==> config.mk <==
export PLATFORM = sky130hd
export DESIGN_NAME = calc_ctrl_fsm_flat
export DESIGN_NICKNAME = d
export VERILOG_FILES = /design/src/rtl/calc_pkg.sv /design/src/rtl/calc_ctrl_fsm_if.sv /design/src/rtl/calc_lat_counter.sv /design/src/rtl/calc_ctrl_fsm.sv /design/src/flat_wrapper.sv
export SDC_FILE = /design/constraint.sdc
export NUM_CORES = 1
export LEC_CHECK = 0
export CORE_ASPECT_RATIO = 0.7
export CORE_UTILIZATION = 45
export CTS_CLUSTER_SIZE = 24
export DETAILED_ROUTE_END_ITERATION = 8
export HOLD_SLACK_MARGIN = 0.08
export PLACE_DENSITY = 0.73
export SLEW_MARGIN = 15
export SYNTH_ARGS = -nofsm -noshare
export SYNTH_HDL_FRONTEND = slang
export SYNTH_HIERARCHICAL = 1
export SYNTH_SLANG_ARGS = --single-unit
export TNS_END_PERCENT = 30
==> constraint.sdc <==
create_clock -name clk -period 1.8 [get_ports clk]
set_input_delay 0.45 -clock clk [delete_from_list [all_inputs] [get_ports clk]]
set_output_delay 0.45 -clock clk [all_outputs]
set_load 0.01 [all_outputs]
==> src/rtl/calc_pkg.sv <==
// calc_pkg: shared definitions for the calculator control FSM.
// Holds state encodings, 3-bit command codes and command-decode helpers.
package calc_pkg;

  // Control states; the numeric values are visible on state_out.
  typedef enum logic [2:0] {
    ST_IDLE    = 3'd0,
    ST_NUM_A   = 3'd1,
    ST_WAIT_OP = 3'd2,
    ST_NUM_B   = 3'd3,
    ST_EXEC    = 3'd4,
    ST_SHOW    = 3'd5,
    ST_ERR     = 3'd6,
    ST_UNUSED  = 3'd7
  } state_e;

  // Command codes, decoded from the low three bits of cmd_code.
  localparam logic [2:0] CMD_CLEAR = 3'b000;
  localparam logic [2:0] CMD_DIGIT = 3'b001;
  localparam logic [2:0] CMD_ENTER = 3'b010;
  localparam logic [2:0] CMD_RSVD  = 3'b011;
  localparam logic [2:0] OP_ADD    = 3'b100;
  localparam logic [2:0] OP_SUB    = 3'b101;
  localparam logic [2:0] OP_MUL    = 3'b110;
  localparam logic [2:0] OP_DIV    = 3'b111;

  // Register strobes driven towards the datapath, grouped for one-shot defaults.
  typedef struct packed {
    logic load_number;
    logic clear_number;
    logic load_opcode;
    logic clear_opcode;
    logic load_result;
    logic clear_result;
  } strobe_t;

  // Any code with the top bit set is an arithmetic operator.
  function automatic logic is_op(input logic [2:0] code);
    return code[2];
  endfunction

endpackage

==> src/rtl/calc_ctrl_fsm_if.sv <==
// calc_ctrl_fsm_if: command handshake plus register-strobe bundle between
// the keypad/datapath side (master) and the control FSM (slave).
interface calc_ctrl_fsm_if #(
  parameter int OPCODE_W = 3
) ();

  logic                cmd_valid;
  logic [OPCODE_W-1:0] cmd_code;
  logic                cmd_ready;
  logic                alu_err;
  logic                load_number;
  logic                clear_number;
  logic                load_opcode;
  logic                clear_opcode;
  logic                load_result;
  logic                clear_result;
  logic                sel_mux_alu;
  logic                sel_mux_display;
  logic [OPCODE_W-1:0] opcode_out;
  logic [2:0]          state_out;
  logic                err;

  // Command source and datapath: issues commands and ALU status, observes strobes.
  modport master (
    output cmd_valid, cmd_code, alu_err,
    input  cmd_ready, load_number, clear_number, load_opcode, clear_opcode,
           load_result, clear_result, sel_mux_alu, sel_mux_display,
           opcode_out, state_out, err
  );

  // Control FSM: consumes commands and ALU status, drives strobes and selects.
  modport slave (
    input  cmd_valid, cmd_code, alu_err,
    output cmd_ready, load_number, clear_number, load_opcode, clear_opcode,
           load_result, clear_result, sel_mux_alu, sel_mux_display,
           opcode_out, state_out, err
  );

endinterface

==> src/rtl/calc_lat_counter.sv <==
// calc_lat_counter: counts the ALU_LATENCY cycles spent in EXEC.
// Loaded on entry to EXEC, decrements while enabled, flags the final cycle.
module calc_lat_counter #(
  parameter int ALU_LATENCY = 1
) (
  input  logic clk,
  input  logic reset,
  input  logic load_i,
  input  logic en_i,
  output logic last_o
);

  localparam int CW = $clog2(ALU_LATENCY + 1);

  logic [CW-1:0] cnt_q;
  logic [CW-1:0] cnt_d;

  // Next count: reload on EXEC entry, otherwise step down towards zero.
  always_comb begin
    cnt_d = cnt_q;
    if (load_i) begin
      cnt_d = CW'(ALU_LATENCY);
    end else if (en_i && (cnt_q != '0)) begin
      cnt_d = cnt_q - CW'(1);
    end else begin
      cnt_d = cnt_q;
    end
  end

  // Count register with synchronous reset.
  always_ff @(posedge clk) begin
    if (reset) begin
      cnt_q <= '0;
    end else begin
      cnt_q <= cnt_d;
    end
  end

  // A zero count can only appear after corruption; treat it as final so EXEC cannot stall.
  assign last_o = (cnt_q <= CW'(1));

endmodule

==> src/rtl/calc_ctrl_fsm.sv <==
// calc_ctrl_fsm: control FSM for the calculator datapath.
// Accepts keypad commands over a valid/ready handshake, sequences operand
// entry (with a per-operand digit limit), a multi-cycle ALU wait, chained
// operations and an error state. All strobes are registered one-cycle pulses.
// Optional feature macro: CALC_REPEAT_EN (ENTER in SHOW repeats the last op
// and operand B is kept in the number register after EXEC).
module calc_ctrl_fsm
  import calc_pkg::*;
#(
  parameter int OPCODE_W    = 3,
  parameter int MAX_DIGITS  = 8,
  parameter int ALU_LATENCY = 1
) (
  input logic            clk,
  input logic            reset,
  calc_ctrl_fsm_if.slave bus
);

  localparam int DW = $clog2(MAX_DIGITS + 1);

  state_e              state_q, state_d;
  logic [DW-1:0]       dcnt_q, dcnt_d;
  logic [OPCODE_W-1:0] opcode_q, opcode_d;
  strobe_t             stb_q, stb_d;
  logic                sel_alu_q, sel_alu_d;
  logic                sel_disp_q, sel_disp_d;
  logic                err_q, err_d;

  logic [2:0]          code3_s;
  logic                cmd_ready_s;
  logic                cmd_acc_s;
  logic                lat_load_s;
  logic                lat_last_s;
  logic                exec_done_s;

  assign code3_s = bus.cmd_code[2:0];

  // A DIGIT arriving in SHOW is held off one cycle while the display is cleared.
  assign cmd_ready_s = !reset && (state_q != ST_EXEC) &&
                       !((state_q == ST_SHOW) && bus.cmd_valid && (code3_s == CMD_DIGIT));
  assign cmd_acc_s   = bus.cmd_valid && cmd_ready_s;

  calc_lat_counter #(
    .ALU_LATENCY (ALU_LATENCY)
  ) u_lat (
    .clk    (clk),
    .reset  (reset),
    .load_i (lat_load_s),
    .en_i   (state_q == ST_EXEC),
    .last_o (lat_last_s)
  );

  // Next-state, digit count, opcode and strobe decisions.
  always_comb begin
    state_d     = state_q;
    dcnt_d      = dcnt_q;
    opcode_d    = opcode_q;
    stb_d       = '0;
    exec_done_s = 1'b0;

    if (cmd_acc_s && (code3_s == CMD_CLEAR)) begin
      // CLEAR wipes everything from any state that can accept it, ERR included.
      stb_d.clear_number = 1'b1;
      stb_d.clear_opcode = 1'b1;
      stb_d.clear_result = 1'b1;
      opcode_d           = '0;
      dcnt_d             = '0;
      state_d            = ST_IDLE;
    end else begin
      case (state_q)
        ST_IDLE: begin
          if (cmd_acc_s && (code3_s == CMD_DIGIT)) begin
            stb_d.load_number = 1'b1;
            dcnt_d            = DW'(1);
            state_d           = ST_NUM_A;
          end else begin
            state_d = ST_IDLE;
          end
        end

        ST_NUM_A: begin
          if (!cmd_acc_s) begin
            state_d = ST_NUM_A;
          end else if (code3_s == CMD_DIGIT) begin
            if (dcnt_q < DW'(MAX_DIGITS)) begin
              stb_d.load_number = 1'b1;
              dcnt_d            = dcnt_q + DW'(1);
            end else begin
              dcnt_d = dcnt_q;
            end
          end else if (code3_s == CMD_ENTER) begin
            // Operand A moves to the result register straight through the mux.
            stb_d.load_result  = 1'b1;
            stb_d.clear_number = 1'b1;
            state_d            = ST_WAIT_OP;
          end else if (is_op(code3_s)) begin
            stb_d.load_result  = 1'b1;
            stb_d.clear_number = 1'b1;
            stb_d.load_opcode  = 1'b1;
            opcode_d           = bus.cmd_code;
            dcnt_d             = '0;
            state_d            = ST_NUM_B;
          end else begin
            state_d = ST_NUM_A;
          end
        end

        ST_WAIT_OP: begin
          if (cmd_acc_s && is_op(code3_s)) begin
            stb_d.load_opcode = 1'b1;
            opcode_d          = bus.cmd_code;
            dcnt_d            = '0;
            state_d           = ST_NUM_B;
          end else begin
            state_d = ST_WAIT_OP;
          end
        end

        ST_NUM_B: begin
          if (!cmd_acc_s) begin
            state_d = ST_NUM_B;
          end else if (code3_s == CMD_DIGIT) begin
            if (dcnt_q < DW'(MAX_DIGITS)) begin
              stb_d.load_number = 1'b1;
              dcnt_d            = dcnt_q + DW'(1);
            end else begin
              dcnt_d = dcnt_q;
            end
          end else if (is_op(code3_s) && (dcnt_q == '0)) begin
            // Operator may be changed until the first digit of operand B.
            stb_d.load_opcode = 1'b1;
            opcode_d          = bus.cmd_code;
          end else if ((code3_s == CMD_ENTER) && (dcnt_q != '0)) begin
            state_d = ST_EXEC;
          end else begin
            state_d = ST_NUM_B;
          end
        end

        ST_EXEC: begin
          if (lat_last_s) begin
            if (bus.alu_err) begin
              state_d = ST_ERR;
            end else begin
              stb_d.load_result = 1'b1;
              exec_done_s       = 1'b1;
`ifdef CALC_REPEAT_EN
              stb_d.clear_number = 1'b0;
`else
              stb_d.clear_number = 1'b1;
`endif
              state_d = ST_SHOW;
            end
          end else begin
            state_d = ST_EXEC;
          end
        end

        ST_SHOW: begin
          if (bus.cmd_valid && (code3_s == CMD_DIGIT)) begin
            // Start a fresh calculation; the DIGIT itself is taken next cycle in IDLE.
            stb_d.clear_result = 1'b1;
            stb_d.clear_number = 1'b1;
            dcnt_d             = '0;
            state_d            = ST_IDLE;
          end else if (cmd_acc_s && is_op(code3_s)) begin
            // Chaining: the shown result becomes operand A.
            stb_d.load_opcode = 1'b1;
            opcode_d          = bus.cmd_code;
            dcnt_d            = '0;
            state_d           = ST_NUM_B;
`ifdef CALC_REPEAT_EN
          end else if (cmd_acc_s && (code3_s == CMD_ENTER)) begin
            // Repeat the last operation with operand B still in the number register.
            state_d = ST_EXEC;
`endif
          end else begin
            state_d = ST_SHOW;
          end
        end

        ST_ERR: begin
          state_d = ST_ERR;
        end

        default: begin
          dcnt_d  = '0;
          state_d = ST_IDLE;
        end
      endcase
    end

    lat_load_s = (state_d == ST_EXEC) && (state_q != ST_EXEC);
    sel_alu_d  = (state_d == ST_EXEC) || exec_done_s;
    sel_disp_d = (state_d == ST_SHOW) || (state_d == ST_ERR);
    err_d      = (state_d == ST_ERR);
  end

  // State, counters and registered outputs with synchronous reset.
  always_ff @(posedge clk) begin
    if (reset) begin
      state_q    <= ST_IDLE;
      dcnt_q     <= '0;
      opcode_q   <= '0;
      stb_q      <= '0;
      sel_alu_q  <= 1'b0;
      sel_disp_q <= 1'b0;
      err_q      <= 1'b0;
    end else begin
      state_q    <= state_d;
      dcnt_q     <= dcnt_d;
      opcode_q   <= opcode_d;
      stb_q      <= stb_d;
      sel_alu_q  <= sel_alu_d;
      sel_disp_q <= sel_disp_d;
      err_q      <= err_d;
    end
  end

  assign bus.cmd_ready       = cmd_ready_s;
  assign bus.load_number     = stb_q.load_number;
  assign bus.clear_number    = stb_q.clear_number;
  assign bus.load_opcode     = stb_q.load_opcode;
  assign bus.clear_opcode    = stb_q.clear_opcode;
  assign bus.load_result     = stb_q.load_result;
  assign bus.clear_result    = stb_q.clear_result;
  assign bus.sel_mux_alu     = sel_alu_q;
  assign bus.sel_mux_display = sel_disp_q;
  assign bus.opcode_out      = opcode_q;
  assign bus.state_out       = state_q;
  assign bus.err             = err_q;

endmodule

==> src/flat_wrapper.sv <==
// flat-port wrapper written by rule: the top's interface ports become plain ports
module calc_ctrl_fsm_flat import calc_pkg::*;
#(
  parameter int OPCODE_W    = 3,
  parameter int MAX_DIGITS  = 8,
  parameter int ALU_LATENCY = 1
)
  (clk, reset, bus_cmd_valid, bus_cmd_code, bus_alu_err, bus_cmd_ready, bus_load_number, bus_clear_number, bus_load_opcode, bus_clear_opcode, bus_load_result, bus_clear_result, bus_sel_mux_alu, bus_sel_mux_display, bus_opcode_out, bus_state_out, bus_err);
  calc_ctrl_fsm_if #(.OPCODE_W(OPCODE_W)) bus_i ();
  input logic clk;
  input logic reset;
  input wire logic [$bits(bus_i.cmd_valid)-1:0] bus_cmd_valid;
  input wire logic [$bits(bus_i.cmd_code)-1:0] bus_cmd_code;
  input wire logic [$bits(bus_i.alu_err)-1:0] bus_alu_err;
  output wire logic [$bits(bus_i.cmd_ready)-1:0] bus_cmd_ready;
  output wire logic [$bits(bus_i.load_number)-1:0] bus_load_number;
  output wire logic [$bits(bus_i.clear_number)-1:0] bus_clear_number;
  output wire logic [$bits(bus_i.load_opcode)-1:0] bus_load_opcode;
  output wire logic [$bits(bus_i.clear_opcode)-1:0] bus_clear_opcode;
  output wire logic [$bits(bus_i.load_result)-1:0] bus_load_result;
  output wire logic [$bits(bus_i.clear_result)-1:0] bus_clear_result;
  output wire logic [$bits(bus_i.sel_mux_alu)-1:0] bus_sel_mux_alu;
  output wire logic [$bits(bus_i.sel_mux_display)-1:0] bus_sel_mux_display;
  output wire logic [$bits(bus_i.opcode_out)-1:0] bus_opcode_out;
  output wire logic [$bits(bus_i.state_out)-1:0] bus_state_out;
  output wire logic [$bits(bus_i.err)-1:0] bus_err;
  assign bus_i.cmd_valid = bus_cmd_valid;
  assign bus_i.cmd_code = bus_cmd_code;
  assign bus_i.alu_err = bus_alu_err;
  assign bus_cmd_ready = bus_i.cmd_ready;
  assign bus_load_number = bus_i.load_number;
  assign bus_clear_number = bus_i.clear_number;
  assign bus_load_opcode = bus_i.load_opcode;
  assign bus_clear_opcode = bus_i.clear_opcode;
  assign bus_load_result = bus_i.load_result;
  assign bus_clear_result = bus_i.clear_result;
  assign bus_sel_mux_alu = bus_i.sel_mux_alu;
  assign bus_sel_mux_display = bus_i.sel_mux_display;
  assign bus_opcode_out = bus_i.opcode_out;
  assign bus_state_out = bus_i.state_out;
  assign bus_err = bus_i.err;
  calc_ctrl_fsm #(.OPCODE_W(OPCODE_W), .MAX_DIGITS(MAX_DIGITS), .ALU_LATENCY(ALU_LATENCY)) u_core (.clk(clk), .reset(reset), .bus(bus_i));
endmodule
## After elaboration in Yosys (flattened, before gate mapping)

Cells that the tools add are included.
Widths: inputs -> output; s select.

| word-level totals | value |
|---|---|
| bits in registers | 20 |
| input bits | 7 |
| output and inout port bits | 16 |
| logic and storage cells | 139 |

| cells by class | value |
|---|---|
| add/subtract/negate cells | 2 |
| $lt $le $gt $ge | 2 |
| equal/unequal tests | 24 |
| muxes and demuxes | 70 |
| bitwise gates (word level) | 1 |
| reductions and logical operators | 27 |

Operator list:

| cell | number |
|---|---|
| $mux 3 | 19 |
| $mux 4 | 10 |
| $mux 1 | 28 |
| $pmux 4 s6 | 1 |
| $pmux 3 s7 | 1 |
| $eq 3x3->1 const B | 6 |
| $logic_and 1x1->1 | 13 |
| $mux 2 | 6 |
| $pmux 3 s4 | 1 |
| $ne 2x1->1 const B | 5 |
| $ne 2x2->1 const B | 5 |
| $eq 3x2->1 const B | 3 |
| $reduce_and 9->1 | 1 |
| $reduce_bool 4->1 | 2 |
| $reduce_and 7->1 | 1 |
| $eq 3x1->1 const B | 2 |
| $logic_not 3->1 | 2 |
| $ne 3x2->1 const B | 2 |
| $pmux 1 s3 | 2 |
| $add 4x1->4 const B | 1 |
| $logic_not 4->1 | 1 |
| $lt 4x4->1 const B | 1 |
| $pmux 1 s4 | 1 |
| $reduce_or 2->1 | 2 |
| other kinds (8) | 10 |

## Longest topological paths before layout

Gate-level depths: netlist of run 1.

| logic depth | value |
|---|---|
| word-level depth | 14 |
| gate-level depth with buffers | 7 |
| depth with buffers taken out | 7 |

## Cells and area by module

Netlist of run 1, hierarchy kept.

Modules (own cells, without submodules):

| module | instances | cells each | area each (um^2) | seq. area each (um^2) |
|---|---|---|---|---|
| calc_ctrl_fsm | 1 | 142 | 1208.7 | 380.4 |
| calc_lat_counter | 1 | 2 | 11.3 | 0.0 |

## Least setup slack after synthesis of run 1

Ideal clock, no wire load.

| timing | value |
|---|---|
| path kind | input to register |
| start point | input bus_cmd_code[0] |
| end point | register u_core.dcnt_q[2] |
| library setup time | 60 ps |
| arrival | 1710 ps |
| data required time | 1740 ps |
| setup slack | 31 ps |
| stages on the path | 6 |
| path buffers | 1 |
| cell sequence | buf_2 and4bb_4 a221o_1 a221oi_2 a21o_1 a22o_1 |

| between the ends | value |
|---|---|
| longest elaborated chain between the ends | 9 |
| elaborated cells on any way between the ends | 24 |
| classes of those cells | eq/ne (8); mux (5); reduce/logical (11) |

RTL lines:

| what | line | text |
|---|---|---|
| from (decl) | flat_wrapper.sv:13 | `input wire logic [$bits(bus_i.cmd_code)-1:0] bus_cmd_code;` |
| $eq 3x1->1 | - |  |
| $logic_and 1x1->1 | calc_ctrl_fsm.sv:40 | `!((state_q == ST_SHOW) && bus.cmd_valid && (code3_s == CMD_DIGIT));` |
| $logic_not 1->1 | calc_ctrl_fsm.sv:40 |  |
| $logic_and 1x1->1 | calc_ctrl_fsm.sv:39 | `assign cmd_ready_s = !reset && (state_q != ST_EXEC) &&` |
| $logic_and 1x1->1 | calc_ctrl_fsm.sv:41 | `assign cmd_acc_s = bus.cmd_valid && cmd_ready_s;` |
| $logic_and 1x1->1 | calc_ctrl_fsm.sv:109, calc_ctrl_fsm.sv:166 |  |
| $mux 4 | - |  |
| $mux 4 | calc_ctrl_fsm.sv:160 | `if (bus.cmd_valid && (code3_s == CMD_DIGIT)) begin` |
| $pmux 4 s6 | calc_ctrl_fsm.sv:70 | `case (state_q)` |
| to (signal assigned) | calc_ctrl_fsm.sv:211 | `dcnt_q <= dcnt_d;` |
| to (decl) | calc_ctrl_fsm.sv:22 | `logic [DW-1:0] dcnt_q, dcnt_d;` |

Several ways; a longest one is shown, not always the timed one. The select of a mux whose other input is x is not followed.
A chain may end at the register's enable or synchronous reset.

## Worst setup path in the final report of run 1

| timing | value |
|---|---|
| start point | input reset |
| end point | register u_core.dcnt_q[2] |

| between the ends | value |
|---|---|
| longest elaborated chain between the ends | 8 |
| elaborated cells on any way between the ends | 15 |
| classes of those cells | eq/ne (3); mux (3); reduce/logical (9) |

RTL lines:

| what | line | text |
|---|---|---|
| from (decl) | flat_wrapper.sv:11 | `input logic reset;` |
| $logic_not 1->1 | calc_ctrl_fsm.sv:39 |  |
| $logic_and 1x1->1 (2 in series) | calc_ctrl_fsm.sv:39 |  |
| $logic_and 1x1->1 | calc_ctrl_fsm.sv:41 |  |
| $logic_and 1x1->1 | calc_ctrl_fsm.sv:109, calc_ctrl_fsm.sv:166 |  |
| $mux 4 (2 in series) | - |  |
| $pmux 4 s6 | - |  |

Several ways; a longest one is shown, not always the timed one.

==> results.md, run 1 <==
- Metal-1 WL: 1.44 mm
- Worst Path Max Fanout: 9
- Peak Freq: 551 MHz
- Nets@finish: 194
- Pwr per Cell Area: 514 nW/um2
- R2R setup slack: 0.02 ns
- # clock sinks: 19
- LEAKAGE: 0.709 nW
- Worst path required time: 1.96 ns
- I/O Buffers: 22
- Post-Synthesis Cells: 143
- Remaining antenna violation count: 0
- 1st-pass router iterations: 4
- Final period utilization: 101%
- Final core utilization: 68.8%
- Setup Crit Path Kind: in -> reg
- Die W: 64.1 um
- Area added between synthesis and finish: 42.2%
- Final worst slack: -0.0147 ns
- Die area: 2920 um2
- DRC: 0
- Tightest Hold Check Type: reg -> reg
- Total GRT Usage: 24.5%
- Largest net degree at the start of global routing: 22
- Final min period: 1.81 ns
- Ports: 23
- Gr ovfl total: 0
- Worst VDD drop: 0.500 mV
- RSZ-0062 raised after global routing: true
- Die Height: 45.5 um
- Clk buf depth: 2
- Relative slew slack: 59.2%
- Measured slew at the worst slew-check pin: 0.605 ns
- WL/cell: 15.1 um
- Placed cell count: 214
- Global-route wire length before repair: 5.20 mm
- Syn_nets: 152
- Initial DRC Count: 41
- Metal2 WL: 1.51 mm
- Max cap viols: 0
- Crit. End Element: flop
- Failing checks: setup timing
- Worst-Skew Late Latency: 0.27 ns
- Startpoint types: input port
- Max Used Layer: met4
- CTS root buffer: clkbuf_8
- DR WL met3: 267 um
- Reg clk slew, reported paths: 0.07 ns
- DP HPWL: 2.29 mm
- Mapped Area: 1220 um2
- CTS tree: built
- Clk_skew: 0.00320 ns
- Count of pins over their slew limit: 0
- Final WL: 3.30 mm
- Row Count: 15
- Outcome: finished with violations
- # H-tree levels: 1
- Initial antenna violation count: 0
- Via/cell ratio: 5.80
- Post-CTS Setup Bufs: 0
- Share of post-route cells with drive strength above 1: 26.6%
- Non-filler cells, final: 218
- Mean Syn Cell Area: 8.50 um2
- CTS buffer count: 3
- Number of synthesis warnings: 6
- Gpl congestion: 0.864
- Initial Utilization: 48.4%
- Diode count: 0
- Total core area: 2510 um2
- Pre-CTS setup slack: -0.594 ns
- Vias in the first global route: 1082
- Filler cells: 207
- Vias: 1264
- Final setup vio count: 1
- Final Hold Vio Count: 0
- WP data arrival: 1.98 ns
==> path summary, 6_finish.rpt <==
check / from / endpoint / cells after the start
max: reset / u_core/dcnt_q[2] / 6
min: u_core/bus.opcode_out[2] / u_core/bus.opcode_out[2] / 2
max reg2reg: u_core/bus.state_out[2] / u_core/dcnt_q[2] / 5
min reg2reg: u_core/bus.opcode_out[2] / u_core/bus.opcode_out[2] / 2
==> through the flow <==
stage          area [um2]  power [W]  hold WS [ns]  setup TNS (ns)
2_1_floorplan        1220   0.000516         0.472               0
3_3_place_gp         1620   0.000573         0.453           -6.01
3_5_place_dp         1620   0.000577         0.459           -6.81
4_1_cts              1690   0.000886         0.481               0
5_1_grt              1730   0.000921         0.514          -0.149
6_report             1730   0.000888         0.478         -0.0147
==> cell type report <==
class	count	area (um2)	area share, %
clock buffers	3	41.3	2.39
inverters	6	22.5	1.30
well taps	34	42.5	2.46
repair buffers	49	439	25.4
clock inverters	1	5.00	0.289
flip-flops and latches	19	380	22.0
multi-input cells	106	798	46.2
==> flip-flops by register name (all words and copies together) (netlist names) <==
register	count
u_core/bus.clear_number	1
u_core/bus.clear_opcode	1
u_core/bus.clear_result	1
u_core/bus.err	1
u_core/bus.load_number	1
u_core/bus.load_opcode	1
u_core/bus.load_result	1
u_core/bus.opcode_out	3
u_core/bus.sel_mux_alu	1
u_core/bus.sel_mux_display	1
u_core/bus.state_out	3
u_core/dcnt_q	4
==> worst max-delay path, stage by stage <==
cell and delay [ns]:
dlygate4sd2_1 0.27, buf_6 0.16, o41ai_1 0.57, a221oi_4 0.17
a21o_1 0.18, a22o_1 0.17
==> power by group <==
group	switching, W	total, W	internal (W)
registers	0.00000252	0.000428	0.000425
logic	0.0000739	0.000151	0.0000772
clock network	0.000155	0.000309	0.000155
==> layer usage <==
layer	GRT usage (%)	vias to the layer above
li1	-	609
met1	32.3	586
met2	37.9	61
met3	7.25	8
met4	10.7	0
met5	0	-
==> layout by cell type, fill, tap and decap left out, types with 2 or more instances in the layout <==
cell              n
buf_6             4
clkbuf_8          3
a221o_1           3
o22ai_1           2
inv_1             6
a21oi_1           9
a22o_1            2
nand3b_1          4
nor2b_1           4
nand3_1           5
nor3b_2           2
nand2b_1          5
a221oi_2          2
and3b_1           2
a211oi_2          2
dfxtp_1          19
ha_1              2
nor2_1           14
buf_4            23
o31ai_1           2
nand2_1           5
o21ai_1           5
clkdlybuf4s50_1  16
nor3b_1           3
a21o_1            3
a31oi_1           2
or3b_4            2
dlygate4sd2_1     3
o21ai_0           2
==> timing repair <==
action                     CTS  global route
hold buffers                 0             0
pin swaps                    4             2
setup endpoints to repair   12            11
resized for setup           19             7
(Power assumes the default switching activity.)
==> run 2: changes to the inputs <==
- PLACE_DENSITY: 0.73 -> 0.74
- SYNTH_HIERARCHICAL: 1 -> default
==> results.md, run 2 <==
- Area added between synthesis and finish: 61.7% (was 42.2%)
- Gr ovfl total: 0 (unchanged)
- WL/cell: 17.9 um (was 15.1 um)
- Async set-reset flop share out of synthesis: 0%
- Non-filler cells, final: 243 (was 218)
- Final setup vio count: 4 (was 1)
- Hold buffer count at CTS: 0 (unchanged)
- Relative slew slack: 73.3% (was 59.2%)
- Most common cell after layout, fill and taps aside: buf_4 (unchanged)
- Failing checks: setup timing (unchanged)
- Largest net degree at the start of global routing: 15 (was 22)
- Worst VDD drop: 0.418 mV (was 0.500 mV)
- Reg clk slew, reported paths: 0.08 ns (was 0.07 ns)
- Synth top area cells: dfxtp_1 (32%), nor2b_1 (4.7%), nor2_1 (4.4%), a21oi_1 (2.9%), buf_2 (2.9%)
- Syn_nets: 156 (was 152)
- Measured slew at the worst slew-check pin: 0.400 ns (was 0.605 ns)
- DP HPWL: 2.78 mm (was 2.29 mm)
- RSZ-0062 raised after global routing: true (unchanged)
- Final Hold Vio Count: 0 (unchanged)
- Worst path required time: 2.00 ns (was 1.96 ns)
- Seq/Total Area, Yosys: 31.9%
- Nets@finish: 219 (was 194)
- Pwr per Cell Area: 506 nW/um2 (was 514 nW/um2)
- Die Height: 45.1 um (was 45.5 um)
- Share of post-route cells with drive strength above 1: 39.7% (was 26.6%)
- Global-route wire length before repair: 6.59 mm (was 5.20 mm)
- Met3 usage: 7.58% (was 7.25%)
- Die area: 2860 um2 (was 2920 um2)
- # clock sinks: 19 (unchanged)
- Netlist cell types: 54
- Total GRT Usage: 31.9% (was 24.5%)
- Post-synth top area share: 31.9%
- Mapped Area: 1190 um2 (was 1220 um2)
- CTS tree: built (unchanged)
- Met2 Use GR: 49.8% (was 37.9%)
- Initial DRC Count: 228 (was 41)
- Worst-Skew Late Latency: 0.27 ns (about the same)
- Busiest layer in global routing: met2 (unchanged)
- WP data arrival: 2.06 ns (was 1.98 ns)
- Max cap viols: 0 (unchanged)
- Most frequent cell after synthesis: dfxtp_1
- CTS buffer count: 3 (unchanged)
- Cell taking the most area after synthesis: dfxtp_1
- Final Hold Slack: 0.470 ns (was 0.478 ns)
- Number of synthesis warnings: 0 (was 6)
- Diode count: 0 (unchanged)
- Final worst slack: -0.0573 ns (was -0.0147 ns)
- Final WL: 4.36 mm (was 3.30 mm)
- Row Count: 15 (unchanged)
- LEAKAGE: 0.782 nW (was 0.709 nW)
- I/O Buffers: 22 (unchanged)
- Total core area: 2480 um2 (was 2510 um2)
- Clk buf depth: 2 (unchanged)
- Outcome: finished with violations (unchanged)
- Max reg flops: 4 (unchanged)
- DRC: 0 (unchanged)
- Initial antenna violation count: 0 (unchanged)
- Number of synthesized flops with an enable pin: 0
- Final core utilization: 77.8% (was 68.8%)
- Vias in the first global route: 1327 (was 1082)
- Crit. End Element: flop (unchanged)
- Post-Synthesis Cells: 147 (was 143)
- Biggest register: u_core.dcnt_q (was u_core/dcnt_q)
- Mean Syn Cell Area: 8.11 um2 (was 8.50 um2)
- Met1 Use GR: 41.9% (was 32.3%)
- # H-tree levels: 1 (unchanged)
- Ys flop type: dfxtp_1
- Pre-CTS setup slack: -0.593 ns (was -0.594 ns)
- Placed cell count: 233 (was 214)
- Initial Utilization: 48.1% (was 48.4%)
- Via/cell ratio: 6.15 (was 5.80)
- DP Area: 1720 um2 (was 1620 um2)
- Leading cell types by count after synthesis: dfxtp_1 (19), nor2_1 (14), nor2b_1 (9)
- Worst Path Max Fanout: 7 (was 9)
- Final period utilization: 103% (was 101%)
- 1st-pass router iterations: 4 (unchanged)
- Most frequent cells in the layout: buf_4 (42), dfxtp_1 (15), clkdlybuf4s50_1 (13) (was buf_4 (23), dfxtp_1 (19), clkdlybuf4s50_1 (16))
- CTS root buffer: clkbuf_8 (unchanged)
- Tightest Hold Check Type: reg -> reg (unchanged)
- Die W: 63.5 um (was 64.1 um)
- Gpl congestion: 0.996 (was 0.864)
- Post-layout instance area: 1930 um2 (was 1730 um2)
- Ports: 23 (unchanged)
- Remaining antenna violation count: 0 (unchanged)
- Register bit count reported by yosys: 19
- Peak Freq: 538 MHz (was 551 MHz)
- Count of pins over their slew limit: 0 (unchanged)
- Setup Crit Path Kind: in -> reg (unchanged)
- Clk_skew: 0.00154 ns (was 0.00320 ns)
- Final min period: 1.86 ns (was 1.81 ns)
- Startpoint types: input port (unchanged)
- Vias: 1495 (was 1264)
run 2: cells by family (layout without fill, tap and decap cells):
logic type      Yosys count  in the layout  synth area share, %
buf+inv                  16             78                 5.77
xor+xnor                  1              1                0.735
fa+ha+maj                 2              2                 2.10
mux                       2              2                 1.68
compound gates           39             39                 25.0
flops                    19             19                 31.9
simple gates             68             68                 32.8
run 2: final timing paths:
check                            from                  endpoint  slack, ns  cells past startpoint
max                   bus_cmd_code[2]          u_core.dcnt_q[2]      -0.06                      7
min          u_core.bus.opcode_out[2]  u_core.bus.opcode_out[2]       0.47                      2
max reg2reg          u_core.dcnt_q[0]  u_core.bus.opcode_out[1]      -0.03                      7
min reg2reg  u_core.bus.opcode_out[2]  u_core.bus.opcode_out[2]       0.47                      2
run 2: timing repair:
| action | in CTS | in global routing |
|---|---|---|
| buffers inserted | 6 | 0 |
| gates resized for setup | 29 | 18 |
| pin swaps | 8 | 7 |
| endpoints found under the setup margin | 17 | 13 |
run 2: metal layers:
| layer | up-vias | routed length (um) |
|---|---|---|
| met1 | 685 | 1790 |
| met2 | 121 | 1940 |
| li1 | 663 | - |
| met5 | - | 0 |
| met4 | 0 | 180 |
| met3 | 26 | 443 |
run 2: power by group:
group | leakage (nW) | internal (W) | switching, W
combinational | 0.605 | 0.000106 | 0.000110
clock | 0.0217 | 0.000157 | 0.000170
sequential | 0.156 | 0.000427 | 0.00000510
total | 0.782 | 0.000690 | 0.000285
run 2: worst max-delay path, stage by stage:
cell	delay [ns]
dlygate4sd2_1	0.25
buf_6	0.14
nand3b_1	0.21
nor2_4	0.08
or4_4	0.55
or2_0	0.24
a31oi_1	0.15
run 2: final cells by class:
type | count | area, um2
multi-input combinational | 112 | 847
timing repair buffer | 68 | 579
fill | 175 | 549
sequential | 19 | 388
tap | 34 | 42.5
clock buffer | 3 | 41.3
inverter | 6 | 22.5
clock inverter | 1 | 7.51
run 2: stage by stage:
step	setup TNS [ns]	power (W)
after detailed placement	-7.07	0.000624
after global routing	-0.426	0.000996
final	-0.152	0.000975
after CTS	-0.0360	0.000960
after global placement	-6.16	0.000620
after floorplan	0	0.000527
==> run 3: changes to the inputs <==
- CTS_BUF_LIST: default -> sky130_fd_sc_hd__clkbuf_4
- GPL_ROUTABILITY_DRIVEN: default -> 0
- MAX_ROUTING_LAYER: default -> met4
==> results.md, run 3 (synthesis results as in run 2) <==
- Initial DRC Count: 79 (was 228)
- Final WL: 3.49 mm (was 4.36 mm)
- Crit. End Element: flop (unchanged)
- Tightest Hold Check Type: reg -> reg (unchanged)
- R2R Path End: u_core.bus.opcode_out[1] (unchanged)
- Max reg flops: 4 (unchanged)
- CTS root buffer: clkbuf_4 (was clkbuf_8)
- Initial antenna violation count: 0 (unchanged)
- 1st-pass router iterations: 4 (unchanged)
- Die Height: 45.1 um (unchanged)
- Largest net degree at the start of global routing: 22 (was 15)
- R2R setup slack: 0.01 ns (was -0.03 ns)
- Max cap viols: 0 (unchanged)
- Reg2Reg Depth: 7 (unchanged)
- RSZ-0062 raised after global routing: true (unchanged)
- DP HPWL: 2.69 mm (was 2.78 mm)
- DRC: 0 (unchanged)
- Nets@finish: 213 (was 219)
- Share of post-route cells with drive strength above 1: 32.5% (was 39.7%)
- Critical path origin: bus_cmd_code[1] (was bus_cmd_code[2])
- CTS buffer count: 3 (unchanged)
- Setup Crit Path Kind: in -> reg (unchanged)
- Worst path required time: 2.02 ns (was 2.00 ns)
- Via/cell ratio: 5.51 (was 6.15)
- Most frequent cells in the layout: buf_4 (37), dfxtp_1 (15), nor2_1 (14) (was buf_4 (42), dfxtp_1 (15), clkdlybuf4s50_1 (13))
- Worst-Skew Late Latency: 0.31 ns (was 0.27 ns)
- Clk_skew: 0.00836 ns (was 0.00154 ns)
- Initial Utilization: 48.1% (unchanged)
- Final worst slack: -0.0404 ns (was -0.0573 ns)
- Row Count: 15 (unchanged)
- Worst VDD drop: 0.380 mV (was 0.418 mV)
- WL/cell: 14.7 um (was 17.9 um)
- Die W: 63.5 um (unchanged)
- Final min period: 1.84 ns (was 1.86 ns)
- CTS tree: built (unchanged)
- Measured slew at the worst slew-check pin: 0.447 ns (was 0.400 ns)
- Clk buf depth: 2 (unchanged)
- Remaining antenna violation count: 0 (unchanged)
- # clock sinks: 19 (unchanged)
- Most common cell after layout, fill and taps aside: buf_4 (unchanged)
- WP data arrival: 2.06 ns (about the same)
- Vias: 1306 (was 1495)
- Relative slew slack: 70.2% (was 73.3%)
- Diode count: 0 (unchanged)
- Hold buffer count at CTS: 0 (unchanged)
- Pwr per Cell Area: 483 nW/um2 (was 506 nW/um2)
- Startpoint types: input port (unchanged)
- CP Capture Point: u_core.dcnt_q[1] (was u_core.dcnt_q[2])
- Peak Freq: 543 MHz (was 538 MHz)
- # H-tree levels: 1 (unchanged)
- Failing checks: setup timing (unchanged)
- LEAKAGE: 0.744 nW (was 0.782 nW)
- Die area: 2860 um2 (unchanged)
- Biggest register: u_core.dcnt_q (unchanged)
- Worst Path Max Fanout: 5 (was 7)
- Reg-to-Reg Start: u_core.dcnt_q[1] (was u_core.dcnt_q[0])
- Reg clk slew, reported paths: 0.11 ns (was 0.08 ns)
- Global-route wire length before repair: 5.87 mm (was 6.59 mm)
- Total core area: 2480 um2 (unchanged)
- I/O Buffers: 22 (unchanged)
- Gr ovfl total: 0 (unchanged)
- Vias in the first global route: 1224 (was 1327)
- Count of pins over their slew limit: 0 (unchanged)
- Final setup vio count: 1 (was 4)
- Final period utilization: 102% (was 103%)
- Total GRT Usage: 28.4% (was 31.9%)
- Area added between synthesis and finish: 49.3% (was 61.7%)
- Final Hold Slack: 0.501 ns (was 0.470 ns)
- Ports: 23 (unchanged)
- Final Hold Vio Count: 0 (unchanged)
- Outcome: finished with violations (unchanged)
- Pre-CTS setup slack: -0.611 ns (was -0.593 ns)
## run 3: cell count changes in the layout (fill, tap and decap cells not counted), sizes merged
| cell | previous run | this run |
|---|---|---|
| clkinvlp | 1 | 0 |
| clkdlybuf4s15 | 2 | 1 |
| dlygate4sd2 | 4 | 6 |
| buf | 46 | 40 |
## run 3: worst max-delay path: stages
cell,delay (ns)
dlygate4sd2_1,0.26
buf_4,0.16
or3b_4,0.43
o221ai_1,0.20
o21a_2,0.22
nand4b_1,0.11
a31oi_1,0.22
## run 3: final cells by class
type                       count  area [um2]
sequential                    19         390
fill                         197         697
clock buffer                   4        30.0
tap                           34        42.5
timing repair buffer          62         532
multi-input combinational    112         763
inverter                       6        22.5
## run 3: repair_timing
| action | CTS | global route |
|---|---|---|
| gates resized for setup | 20 | 8 |
| buffers inserted | 1 | 1 |
| endpoints found under the setup margin | 17 | 12 |
| pin swaps | 8 | 1 |
## run 3: power breakdown
group	switching (W)	leakage, nW	internal [W]
registers	0.00000613	0.156	0.000425
clock network	0.000139	0.0184	0.000102
logic	0.0000902	0.570	0.0000975
total	0.000235	0.744	0.000625
## run 3: per-stage QoR
stage	area [um2]	TNS, ns	instances	total power [W]	util [%]
CTS	1770	-0.0558	236	0.000860	71.5
global placement	1710	-6.44	231	0.000616	68.9
finish	1780	-0.0404	237	0.000860	71.9
floorplan	1190	0	147	0.000527	-
detailed placement	1710	-7.45	231	0.000621	68.9
global route	1780	-0.642	237	0.000900	71.9
## run 3: layer usage
metal	up-vias	track usage, %	wire, um
met5	-	-	0
met2	66	42.8	1550
li1	646	-	-
met4	0	8.18	10
met3	2	9.09	365
met1	592	36.8	1570
## run 3: how the worst min path moves through the flow
stage	start	end	slack, ns	depth (start not counted)
final	u_core.bus.opcode_out[2]	u_core.bus.opcode_out[2]	0.50	2
after global routing	u_core.bus.opcode_out[0]	u_core.bus.opcode_out[0]	0.56	2
after CTS	u_core.bus.opcode_out[2]	u_core.bus.opcode_out[2]	0.50	2
after detailed placement	u_core.bus.opcode_out[2]	u_core.bus.opcode_out[2]	0.47	2
after global placement	u_core.bus.opcode_out[2]	u_core.bus.opcode_out[2]	0.45	2
after floorplan	u_core.dcnt_q[1]	u_core.dcnt_q[1]	0.48	2
